**config.mk**
```make
export PLATFORM = sky130hd
export DESIGN_NAME = idex_stage
export DESIGN_NICKNAME = d
export VERILOG_FILES = /design/src/rtl/idex_stage_pkg.sv /design/src/rtl/idex_stage_load_use_detect.sv /design/src/rtl/idex_stage.sv
export SDC_FILE = /design/constraint.sdc
export NUM_CORES = 1
export LEC_CHECK = 0
export BUFFER_PORTS_ARGS = -buffer_cell sky130_fd_sc_hd__buf_2
export CAP_MARGIN = 25
export CORE_ASPECT_RATIO = 0.8
export CORE_MARGIN = 2
export CORE_UTILIZATION = 42
export DETAILED_ROUTE_END_ITERATION = 6
export PLACE_DENSITY_LB_ADDON = 0.2
export SLEW_MARGIN = 20
export SYNTH_ARGS = -nofsm -noshare
export SYNTH_HDL_FRONTEND = slang
export SYNTH_SLANG_ARGS = --single-unit
```
**constraint.sdc**
```tcl
create_clock -name clk -period 2.1 [get_ports clk]
set_clock_uncertainty 0.2 [all_clocks]
set_input_delay 0.21 -clock clk [delete_from_list [all_inputs] [get_ports clk]]
set_output_delay 0.21 -clock clk [all_outputs]
set_load 0.05 [all_outputs]
```
**src/rtl/idex_stage_pkg.sv**
```systemverilog
// Shared types and constants for the ID/EX pipeline register and its hazard logic.
// Replaces the legacy Types.v macros (RegNumPath, DataPath, CtrlPath, STALL_CNT_W, IDEX_RUN/BUBBLE).
package idex_stage_pkg;

    localparam int REG_NUM_W   = 5;
    localparam int DATA_W      = 32;
    localparam int CTRL_PATH_W = 8;
    localparam int STALL_CNT_W = 16;

    localparam logic [0:0] IDEX_RUN    = 1'b0;
    localparam logic [0:0] IDEX_BUBBLE = 1'b1;

    typedef logic [REG_NUM_W-1:0] regNum_t;
    typedef logic [DATA_W-1:0]    data_t;

    // Everything in the EX slot except the width-parameterised control bundle.
    typedef struct packed {
        logic    valid;
        regNum_t rs;
        regNum_t rt;
        regNum_t rd;
        data_t   rsData;
        data_t   rtData;
        data_t   imm;
        logic    rfWrEn;
        logic    isLoad;
    } idexSlot_t;

    localparam idexSlot_t BUBBLE_SLOT = '0;

endpackage

```
**src/rtl/idex_stage_load_use_detect.sv**
```systemverilog
// Load-use hazard compare: a load in EX whose destination is read by the instruction in ID.
// Kept standalone so a branch-in-ID hazard check can reuse it.
module load_use_detect
    import idex_stage_pkg::*;
(
    input  logic    exValid,
    input  logic    exIsLoad,
    input  regNum_t exRd,
    input  logic    idValid,
    input  regNum_t idRs,
    input  regNum_t idRt,
    input  logic    idUsesRt,
    output logic    luHz
);

    logic rsMatch;
    logic rtMatch;

    assign rsMatch = (exRd == idRs);
    assign rtMatch = idUsesRt & (exRd == idRt);

    // r0 is hard-wired zero, so a load targeting it never creates a dependency.
    assign luHz = exValid & exIsLoad & (exRd != '0) & idValid & (rsMatch | rtMatch);

endmodule

```
**src/rtl/idex_stage.sv**
```systemverilog
// ID/EX pipeline register with a one-bubble load-use interlock, EX back-pressure hold,
// branch/jump flush and a saturating count of inserted bubbles.
module idex_stage
    import idex_stage_pkg::*;
#(
    parameter int CTRL_W = CTRL_PATH_W,
    parameter int CNT_W  = STALL_CNT_W
) (
    input  logic              clk,
    input  logic              rst,
    input  logic              id_valid,
    input  regNum_t           id_rs,
    input  regNum_t           id_rt,
    input  regNum_t           id_rd,
    input  logic              id_uses_rt,
    input  data_t             id_rs_data,
    input  data_t             id_rt_data,
    input  data_t             id_imm,
    input  logic [CTRL_W-1:0] id_ctrl,
    input  logic              id_rf_wr_en,
    input  logic              id_is_load,
    input  logic              flush,
    input  logic              ex_stall,
    output logic              idex_valid,
    output regNum_t           idex_rs,
    output regNum_t           idex_rt,
    output regNum_t           idex_rd,
    output data_t             idex_rs_data,
    output data_t             idex_rt_data,
    output data_t             idex_imm,
    output logic [CTRL_W-1:0] idex_ctrl,
    output logic              idex_rf_wr_en,
    output logic              idex_is_load,
    output logic              pc_stall,
    output logic              ifid_stall,
    output logic [CNT_W-1:0]  stall_cnt
);

    idexSlot_t         slot;
    idexSlot_t         idSlot;
    logic [CTRL_W-1:0] ctrlQ;
    logic [CTRL_W-1:0] idCtrl;
    logic [0:0]        state;
    logic [CNT_W-1:0]  stallCnt;
    logic              luHz;
    logic              bubbleIns;

    load_use_detect u_loadUseDetect (
        .exValid  (slot.valid),
        .exIsLoad (slot.isLoad),
        .exRd     (slot.rd),
        .idValid  (id_valid),
        .idRs     (id_rs),
        .idRt     (id_rt),
        .idUsesRt (id_uses_rt),
        .luHz     (luHz)
    );

    // A squashed ID slot is captured as a fully zeroed bubble, operands included.
    assign idSlot = id_valid ? '{valid:  1'b1,
                                 rs:     id_rs,
                                 rt:     id_rt,
                                 rd:     id_rd,
                                 rsData: id_rs_data,
                                 rtData: id_rt_data,
                                 imm:    id_imm,
                                 rfWrEn: id_rf_wr_en,
                                 isLoad: id_is_load}
                             : BUBBLE_SLOT;
    assign idCtrl = id_valid ? id_ctrl : '0;

    assign bubbleIns = luHz & ~flush & ~ex_stall;

    // NOTE: operand data is reset and cleared in bubbles too, so EX never sees stale or X values.
    always_ff @(posedge clk) begin
        // NOTE: non-blocking assignments keep every register sampling pre-edge values.
        if (rst) begin
            slot     <= BUBBLE_SLOT;
            ctrlQ    <= '0;
            state    <= IDEX_RUN;
            stallCnt <= '0;
        end else begin
            if (flush) begin
                slot  <= BUBBLE_SLOT;
                ctrlQ <= '0;
            end else if (ex_stall) begin
                slot  <= slot;
                ctrlQ <= ctrlQ;
            end else if (luHz) begin
                slot  <= BUBBLE_SLOT;
                ctrlQ <= '0;
            end else begin
                slot  <= idSlot;
                ctrlQ <= idCtrl;
            end

            case (state)
                IDEX_RUN:    state <= bubbleIns ? IDEX_BUBBLE : IDEX_RUN;
                default:     state <= IDEX_RUN;
            endcase

            if (bubbleIns && (stallCnt != '1)) begin
                stallCnt <= stallCnt + 1'b1;
            end
        end
    end

    // Flush redirects fetch, so it must release any hold on PC and IF/ID.
    assign pc_stall   = ~rst & ~flush & (ex_stall | luHz);
    assign ifid_stall = pc_stall;

    assign idex_valid    = slot.valid;
    assign idex_rs       = slot.rs;
    assign idex_rt       = slot.rt;
    assign idex_rd       = slot.rd;
    assign idex_rs_data  = slot.rsData;
    assign idex_rt_data  = slot.rtData;
    assign idex_imm      = slot.imm;
    assign idex_ctrl     = ctrlQ;
    assign idex_rf_wr_en = slot.rfWrEn & slot.valid;
    assign idex_is_load  = slot.isLoad & slot.valid;
    assign stall_cnt     = stallCnt;

    // The bubble cycle always follows its own insertion, so no second hazard can be seen there.
    bubbleStateNoHazard: assert property (@(posedge clk) disable iff (rst)
        (state == IDEX_BUBBLE) |-> (!luHz && !slot.valid));

endmodule

```
======== Yosys cells after proc, flatten, opt, wreduce, memory -nomap -nowiden ========
Cells that the tools add are included.
cells by class
  add/subtract/negate cells ............... 1
  multipliers ............................. 0
  divide/modulo/power cells ............... 0
  magnitude comparators ................... 0
  eq/ne operators ......................... 3
  shift operators ......................... 0
  mux-type cells .......................... 4
  bitwise operators ....................... 15
  reduce and logical (&&, ||, !) cells .... 3
operator list
  operator                 count
  $mux W114                2
  $add A16 B1 Y16 const B  1
  $mux W8                  2
  $ne A16 B16 Y1 const B   1
  $and A1 B1 Y1            10
  $eq A5 B5 Y1             2
  $reduce_bool A5 Y1       1
  $not A1 Y1               3
  $or A1 B1 Y1             2
  $reduce_or A2 Y1         1
  $logic_and A1 B1 Y1      1
word-level totals
  register bits after elaboration ......... 138
  latch bits .............................. 0
  memory bits (writable) .................. 0
  memory bits (read-only) ................. 0
  logic and storage cells ................. 37
  memories ................................ 0

======== Logic depth before layout (Yosys ltp) ========
Gate-level depths: netlist of run 1.
  depth in word-level cells ............... 7
  depth in mapped cells ................... 8
  mapped depth without buffers ............ 6

======== Hierarchy ========
From an unflattened synthesis of run 1, not the netlist that was laid out.
second synthesis, totals
  cells, all modules ...................... 641
  area total of the unflattened synthesis .. 5,875.6 um^2
modules (own cells, without submodules)
  module           instances  cells each  area each (um^2)
  idex_stage       1          624         5,745.5
  load_use_detect  1          17          130.1

======== Worst setup path after synthesis of run 1 ========
No wires, ideal clock.
  kind .................................... register to register
  from .................................... reg stallCnt[0] (netlist: stall_cnt[0])
  to ...................................... reg stallCnt[6] (netlist: stall_cnt[6])
  data arrival time ....................... 2,173 ps
  required time ........................... 1,777 ps
  path slack .............................. -396 ps
  stages on the path, launching flop included .. 8
  cells stage by stage .................... dfxtp_1 > ha_1 > nand3_1 > or4_1 > buf_2 > nand2_4 > nor4_2 > mux2_1
between the ends
  longest elaborated chain between the ends .. 2
  elaborated cells between the ends (all ways) .. 3
  classes of those cells .................. add/sub: 1; eq/ne: 1; reduce/logical: 1
ends and longest elaborated chain
  element                                                  line               text
  from (decl)                                              idex_stage.sv:44   logic [CNT_W-1:0] stallCnt;
  from (signal assigned)                                   idex_stage.sv:103  stallCnt <= stallCnt + 1'b1;
  branches (longest 2 deep; another with $add A16 B1 Y16)  -
Parallel ways; which one is timed is not known.
A chain may end at the register's enable or synchronous reset.

======== Worst setup path in the final report of run 1 ========
  from .................................... reg slot (netlist bit idex_rd[3])
  to ...................................... out ifid_stall
between the ends
  longest elaborated chain between the ends .. 6
  elaborated cells between the ends (all ways) .. 10
  classes of those cells .................. eq/ne: 2; bitwise: 7; reduce/logical: 1
ends and longest elaborated chain
  element                                                    line                                                                text
  from (decl)                                                idex_stage.sv:39                                                    idexSlot_t slot;
  from (signal assigned)                                     idex_stage.sv:87                                                    slot <= slot;
  from (signal assigned)                                     idex_stage.sv:93                                                    slot <= idSlot;
  $eq A5 B5 Y1 / $reduce_bool A5 Y1 (equally long branches)  idex_stage_load_use_detect.sv:20, idex_stage_load_use_detect.sv:23
  $and A1 B1 Y1, on equally long branches                    idex_stage_load_use_detect.sv:20, idex_stage_load_use_detect.sv:23
  $or A1 B1 Y1 / $and A1 B1 Y1 (equally long branches)       idex_stage_load_use_detect.sv:23                                    assign luHz = exValid & exIsLoad & (exRd != '0) & idValid & (rsMatch | rtMatch);
  $and A1 B1 Y1 (*)                                          idex_stage_load_use_detect.sv:23
  $or A1 B1 Y1 (*)                                           idex_stage.sv:109                                                   assign pc_stall = ~rst & ~flush & (ex_stall | luHz);
  $and A1 B1 Y1 (*)                                          idex_stage.sv:109
  to (decl)                                                  idex_stage.sv:35                                                    output logic ifid_stall,
Mark *: on every way between the ends. The rest lies on a longest branch, timed or not.

==> results of run 1 <==
## cell families after synthesis
family	Yosys count
buf+inv	148
fa+ha+maj	1
flops	138
simple gates	62
xor+xnor	10
mux	1
compound gates	159
## layout make-up
type                       count  area, um^2  area share (%)
sequential                   138        2800            33.6
clock buffer                  19         464            5.56
timing repair buffer         411        2800            33.6
tap                          175         219            2.62
clock inverter                12         161            1.93
multi-input combinational    233        1890            22.6
inverter                       2        7.51          0.0900
## through the flow
stage	hold slack (ns)	setup TNS [ns]
2_1_floorplan	0.135	-0.0829
5_1_grt	0.168	-0.155
3_5_place_dp	0.224	-0.00662
6_report	0.165	-0.00414
3_3_place_gp	0.218	0
4_1_cts	0.152	-0.0389
## routing by layer
| metal | GRT usage (%) | vias up |
|---|---|---|
| li1 | - | 2354 |
| met5 | 0 | - |
| met4 | 8.14 | 0 |
| met1 | 24.7 | 2321 |
| met3 | 5.72 | 28 |
| met2 | 36.6 | 184 |
## tightest hold or removal path: stages
cell,delay [ns]
buf_2,0.09
buf_4,0.10
and2_4,0.19
a22o_1,0.14
## registers in the layout, indices dropped and copies added (netlist names)
signal and cells:
idex_ctrl 8, idex_imm 32, idex_rd 5, idex_rs 5
idex_rs_data 32, idex_rt 5, idex_rt_data 32, idex_valid 1
slot 2, stall_cnt 16
## where the power goes
part | switching, W | internal, W | leakage, nW
clock | 0.00115 | 0.00198 | 0.286
sequential | 0.0000288 | 0.00266 | 1.13
combinational | 0.000360 | 0.000337 | 2.51
total | 0.00154 | 0.00497 | 3.92
## cell usage after synthesis (all sizes together) (2+ instances only)
cell    instances
a21oi          15
a22o          121
and2            2
buf           127
clkbuf         19
dfxtp         138
inv             2
nand2           9
nand3           9
nand4          10
nor2            9
nor2b           2
nor4            2
o21ai          11
o31a            2
o31ai           3
or3             9
or4             5
xnor2          10
## worst paths after layout
check	slack, ns	endpoint
setup / recovery	-0.002	ifid_stall
hold / removal	0.16	idex_rt[1]
setup reg to reg	0.09	stall_cnt[14]
hold reg to reg	0.27	idex_imm[19]
## repair_timing
item	4_1_cts	5_1_grt
hold buffers	122	0
setup buffers	1	3
resized for setup	24	10
pin swaps	8	6
endpoints found under the hold margin	123	0
endpoints found under the setup margin	2	5
==> results by group, run 1 <==
Hold path
  • WHS Path Cells: 4
  • Hold Path Class: input pin to flip-flop
  • Hold Crit Start: ex_stall

Finish
  • Final Instance Count excl. Fillers: 990
  • Final Cell Area: 0.00834 mm^2
  • Synth-to-layout area growth: 50.8%
  • Nets@finish: 931
  • Leading cell type in the layout, fill and taps excluded: buf_2
  • Core Util, Final: 64.8%
  • Most frequent cells in the layout: buf_2, dlygate4sd3_1, a22o_1, dfxtp_1
  • Filler cell count in the final layout: 1018
  • Share of cells above drive strength 1: 44.5%
  • Antenna diodes: 0

Detailed routing
  • Uppermost layer routed: met4
  • Routed wl met2: 7.84 mm
  • Detail Route Antenna Nets: 0
  • Pre-Repair DR Iteration Count: 5
  • DRC: 0
  • Vias: 4887
  • Post-Route M1 WL: 6.44 mm
  • WL per Instance: 15.6 um
  • Vias per cell: 4.94
  • Total Wirelength: 15.5 mm
  • Met3 wire len: 845 um
  • DRT iter0 DRCs: 259

Critical path
  • CP Data Required Time: 1.69 ns
  • Critical Path Start: idex_rd[3]
  • Arrival time at the worst endpoint: 1.69 ns
  • Worst reg-to-reg path cell count: 8
  • Max incr delay on CP: 0.40 ns
  • Critical path class: flip-flop to output pin
  • Worst r2r src: stall_cnt[0]
  • Setup crit end kind: output pin
  • CP cell instances: xnor2_2, nand3_1, o22ai_1, buf_4, a41o_4, buf_8
  • WP depth: 6
  • CP top delay family: flip-flops
  • Startpoint Class: flip-flop
  • Critical path buffers and inverters: 2
  • Slowest stage cell, crit path: dfxtp_4
  • Crit Path Max Fanout: 5

Timing
  • Tmin final: 2.10 ns
  • Final period util: 100%
  • Worst setup margin: -0.00221 ns
  • Slew HR: 78.3%
  • Hold Vio Cnt, Final: 0
  • Final count of negative-setup-slack endpoints: 2
  • F_max: 476 MHz
  • RSZ-0062 raised after global routing: true
  • Slew Limit Fails: 0
  • Actual slew at the worst max-slew pin: 0.326 ns

Place
  • Post-DP HPWL: 9.57 mm
  • Placed cells: 833
  • Port Buffers: 266
  • Worst slack at placement: -0.00662 ns
  • GP Congestion: 0.862
  • Placed Area: 0.00633 mm^2

Die
  • Die Width: 132 um
  • Die Area: 0.0141 mm^2
  • Core Region: 0.0129 mm^2
  • Row cnt: 37
  • Chip Height: 107 um
  • Initial Utilization: 43.0%
  • I/O pins: 267

Global routing
  • Wire length of the first global-routing pass: 24.0 mm
  • Global Route Usage Sum: 21.0%
  • Largest net degree at the start of global routing: 72
  • Number of global-route vias before repair: 4829
  • Initial antenna violation count: 0
  • Grt ovf: 0

Clock network
  • Num CTS Buffers: 17
  • Clock buffer depth: 2
  • Reg clk slew, reported paths: 0.06 ns
  • H-tree Lvls: 4
  • Root Buffer Master: clkbuf_16
  • Worst-Skew Late Latency: 0.40 ns
  • CTS tree: yes
  • Clock Sinks: 138

Run
  • Max-cap violations: 0

Synthesis
  • Yosys top cell area share: 50.0%
  • Yosys warnings: 0
  • Multiplexer area fraction after synthesis: 0.204%
  • Area contributors post-synth: dfxtp_1, a22o_1, buf_4
  • Top FF cell, synth: dfxtp_1
  • Xor-xnor portion of the synthesized cell area: 1.58%
  • Syn nets: 647
  • Largest family of logic cells by synthesized area: compound AO/OA/AOI/OAI gates
  • Distinct cells, synth: 39
  • Sequential fraction of the synthesis area: 50.0%
  • Avg Inst Size Synth: 10.7 um^2
  • Synth Instances: 519
  • Synth area leader: dfxtp_1
  • Seq cells post-synth: 138
  • EDFF count, synth: 0
  • Cell Area, Synth: 0.00553 mm^2
  • Compound-Gate Fraction of Synth Area: 23.4%
  • Asr flop ratio synth: 0%
  • Post-synthesis simple-gate area fraction: 6.56%
  • Synth Area in Adders: 0.226%

Power
  • Power after layout: 0.00651 W
  • Pleak: 3.92 nW
  • Max VDD drop: 0.000543 V
  • P per Cell Area: 781 mW/mm^2

Outcome
  • Violated checks: negative setup slack
  • Status: finished, violations left
No activity file was read; power rests on OpenSTA's default activity.
==> inputs of run 2 (changes only) <==
--- a/config.mk
+++ b/config.mk
@@ -11,6 +11,7 @@
 export CORE_MARGIN = 2
 export CORE_UTILIZATION = 42
 export DETAILED_ROUTE_END_ITERATION = 6
+export GPL_TIMING_DRIVEN = 0
 export PLACE_DENSITY_LB_ADDON = 0.2
 export SLEW_MARGIN = 20
 export SYNTH_ARGS = -nofsm -noshare
==> run 2 against run 1 <==
  * Sequential share of layout area fell by 3.2 points
  * Critical endpoint is now pc_stall
  * Combinational power rose by 12%
  * Register-to-register slack worse by 0.16 ns
  * Clock-buffer cell count grew 3
  * Highest routed layer unchanged
  * The flow still finishes with violations (negative setup slack)
  * Largest power group unchanged
  * Core utilization grew 6.9 points
  * Non-clock buffer count increased by 129
  * Sequential power about the same
==> results by group, run 2 (synthesized netlist as in run 1, its figures left out) <==
Timing
  • Worst setup margin: -0.196 ns (-0.194 ns)
  • Slew HR: 63.6% (-15 points)
  • Final period util: 109% (+9.2 points)
  • F_max: 435 MHz (-8.4%)
  • Worst hold margin: 0.154 ns (-0.0110 ns)
  • Actual slew at the worst max-slew pin: 0.545 ns (+0.219 ns)
  • Final count of negative-setup-slack endpoints: 9 (+7)
  • Slew Limit Fails: 0 (unchanged)
  • Tmin final: 2.30 ns (+0.194 ns)
  • RSZ-0062 raised after global routing: true
  • Hold Vio Cnt, Final: 0 (unchanged)

Critical path
  • Setup crit end kind: output pin
  • Crit Path Max Fanout: 5 (unchanged)
  • CP Data Required Time: 1.69 ns (about the same)
  • Startpoint Class: flip-flop
  • Arrival time at the worst endpoint: 1.89 ns (+0.20 ns)
  • Critical path class: flip-flop to output pin

Finish
  • Nets@finish: 1060 (+14%)
  • Synth-to-layout area growth: 66.8%
  • Area of the multi-input gates: 0.00193 mm^2 (+2.4%)
  • Share of cells above drive strength 1: 50.3% (+5.7 points)
  • Register area: 0.00280 mm^2 (unchanged)
  • Most frequent cells in the layout: buf_2, dlygate4sd3_1, buf_4, a22o_1, dfxtp_1
  • Final Cell Area: 0.00922 mm^2 (+11%)
  • Leading cell type in the layout, fill and taps excluded: buf_2
  • Filler cell count in the final layout: 916 (-10%)
  • Antenna diodes: 0 (unchanged)
  • Final Instance Count excl. Fillers: 1120 (+13%)

Die
  • Die Width: 132 um (unchanged)
  • Row cnt: 37 (unchanged)
  • Chip Height: 107 um (unchanged)
  • Core Region: 0.0129 mm^2 (unchanged)
  • Die Area: 0.0141 mm^2 (unchanged)
  • Initial Utilization: 43.0% (unchanged)
  • I/O pins: 267 (unchanged)

Place
  • Placed cells: 959 (+15%)
  • Placed Area: 0.00711 mm^2 (+12%)
  • Post-DP HPWL: 11.2 mm (+17%)
  • GP Congestion: 0.818 (-5.1%)
  • Port Buffers: 265 (-0.38%)

Power
  • Pleak: 4.57 nW (+16%)
  • P per Cell Area: 701 mW/mm^2 (-10%)
  • Max VDD drop: 0.000506 V (-6.7%)

Global routing
  • Global Route Usage Sum: 25.3% (+4.3 points)
  • Wire length of the first global-routing pass: 28.1 mm (+17%)
  • Number of global-route vias before repair: 5519 (+14%)
  • Initial antenna violation count: 0 (unchanged)
  • Grt ovf: 0 (unchanged)
  • Largest net degree at the start of global routing: 17 (-76%)

Clock network
  • Reg clk slew, reported paths: 0.06 ns (about the same)
  • Worst-Skew Late Latency: 0.42 ns (+0.02 ns)
  • Clock Sinks: 138 (unchanged)
  • H-tree Lvls: 4 (unchanged)
  • Root Buffer Master: clkbuf_16
  • Clock buffer depth: 2 (unchanged)
  • Num CTS Buffers: 17 (unchanged)
  • CTS tree: yes

Detailed routing
  • Pre-Repair DR Iteration Count: 7 (+2)
  • Total Wirelength: 18.4 mm (+19%)
  • WL per Instance: 16.4 um (+4.9%)
  • DRC: 0 (unchanged)
  • Vias: 5474 (+12%)
  • DRT iter0 DRCs: 276 (+6.6%)
  • Vias per cell: 4.89 (-0.99%)
  • Detail Route Antenna Nets: 0 (unchanged)

Outcome
  • Status: finished, violations left
  • Violated checks: negative setup slack

Hold path
  • Hold Path Class: input pin to flip-flop

Run
  • Max-cap violations: 0 (unchanged)
==> run 2: repair_timing <==
item / 4_1_cts / 5_1_grt
endpoints found under the hold margin: 124 / 0
hold buffers: 123 / 0
setup buffers: 6 / 1
setup endpoints to repair: 129 / 137
pin swaps: 18 / 5
cloned: 0 / 0
resized for setup: 35 / 29
==> run 2: stage by stage <==
step | setup TNS [ns] | utilization [%] | power, W | worst slack (ns)
6_report | -0.739 | 71.7 | 0.00646 | -0.196
3_5_place_dp | -31.03 | 55.2 | 0.00329 | -0.454
3_3_place_gp | -26.50 | 55.2 | 0.00329 | -0.374
4_1_cts | -3.52 | 71.0 | 0.00648 | -0.103
5_1_grt | -5.06 | 71.7 | 0.00667 | -0.248
2_1_floorplan | -0.0829 | - | 0.00309 | -0.0829
==> run 2: final timing paths <==
kind / end / slack [ns] / start / depth (start not counted)
setup / recovery: pc_stall / -0.20 / idex_rd[0] / 6
hold / removal: stall_cnt[13] / 0.15 / rst / 3
setup reg to reg: stall_cnt[10] / -0.07 / idex_rd[2] / 7
hold reg to reg: idex_ctrl[4] / 0.27 / idex_ctrl[4] / 1
==> run 2: layout make-up <==
type	count	share of cell area [%]
multi-input combinational	233	20.9
clock inverter	10	1.25
sequential	138	30.4
timing repair buffer	395	28.4
inverter	2	0.0814
clock buffer	22	5.26
buffer	145	11.3
tap	175	2.37
==> run 2: report_power, final <==
group	internal (W)	switching [W]
Combinational	0.000389	0.000390
Clock	0.00188	0.00112
Sequential	0.00266	0.0000316
Total	0.00493	0.00154
==> run 2: layer usage <==
metal	track usage, %	share of wire (%)
met1	28.5	40
met2	45.5	52
met3	5.77	5.1
met4	12.1	2.9
met5	0	0
==> run 2: critical path, cell delays in order, from the launching register on <==
cell and delay (ns):
dfxtp_4 0.38, xnor2_2 0.19, nand2_1 0.14, o22ai_4 0.25, a41o_4 0.26, buf_6 0.10, buf_8 0.13
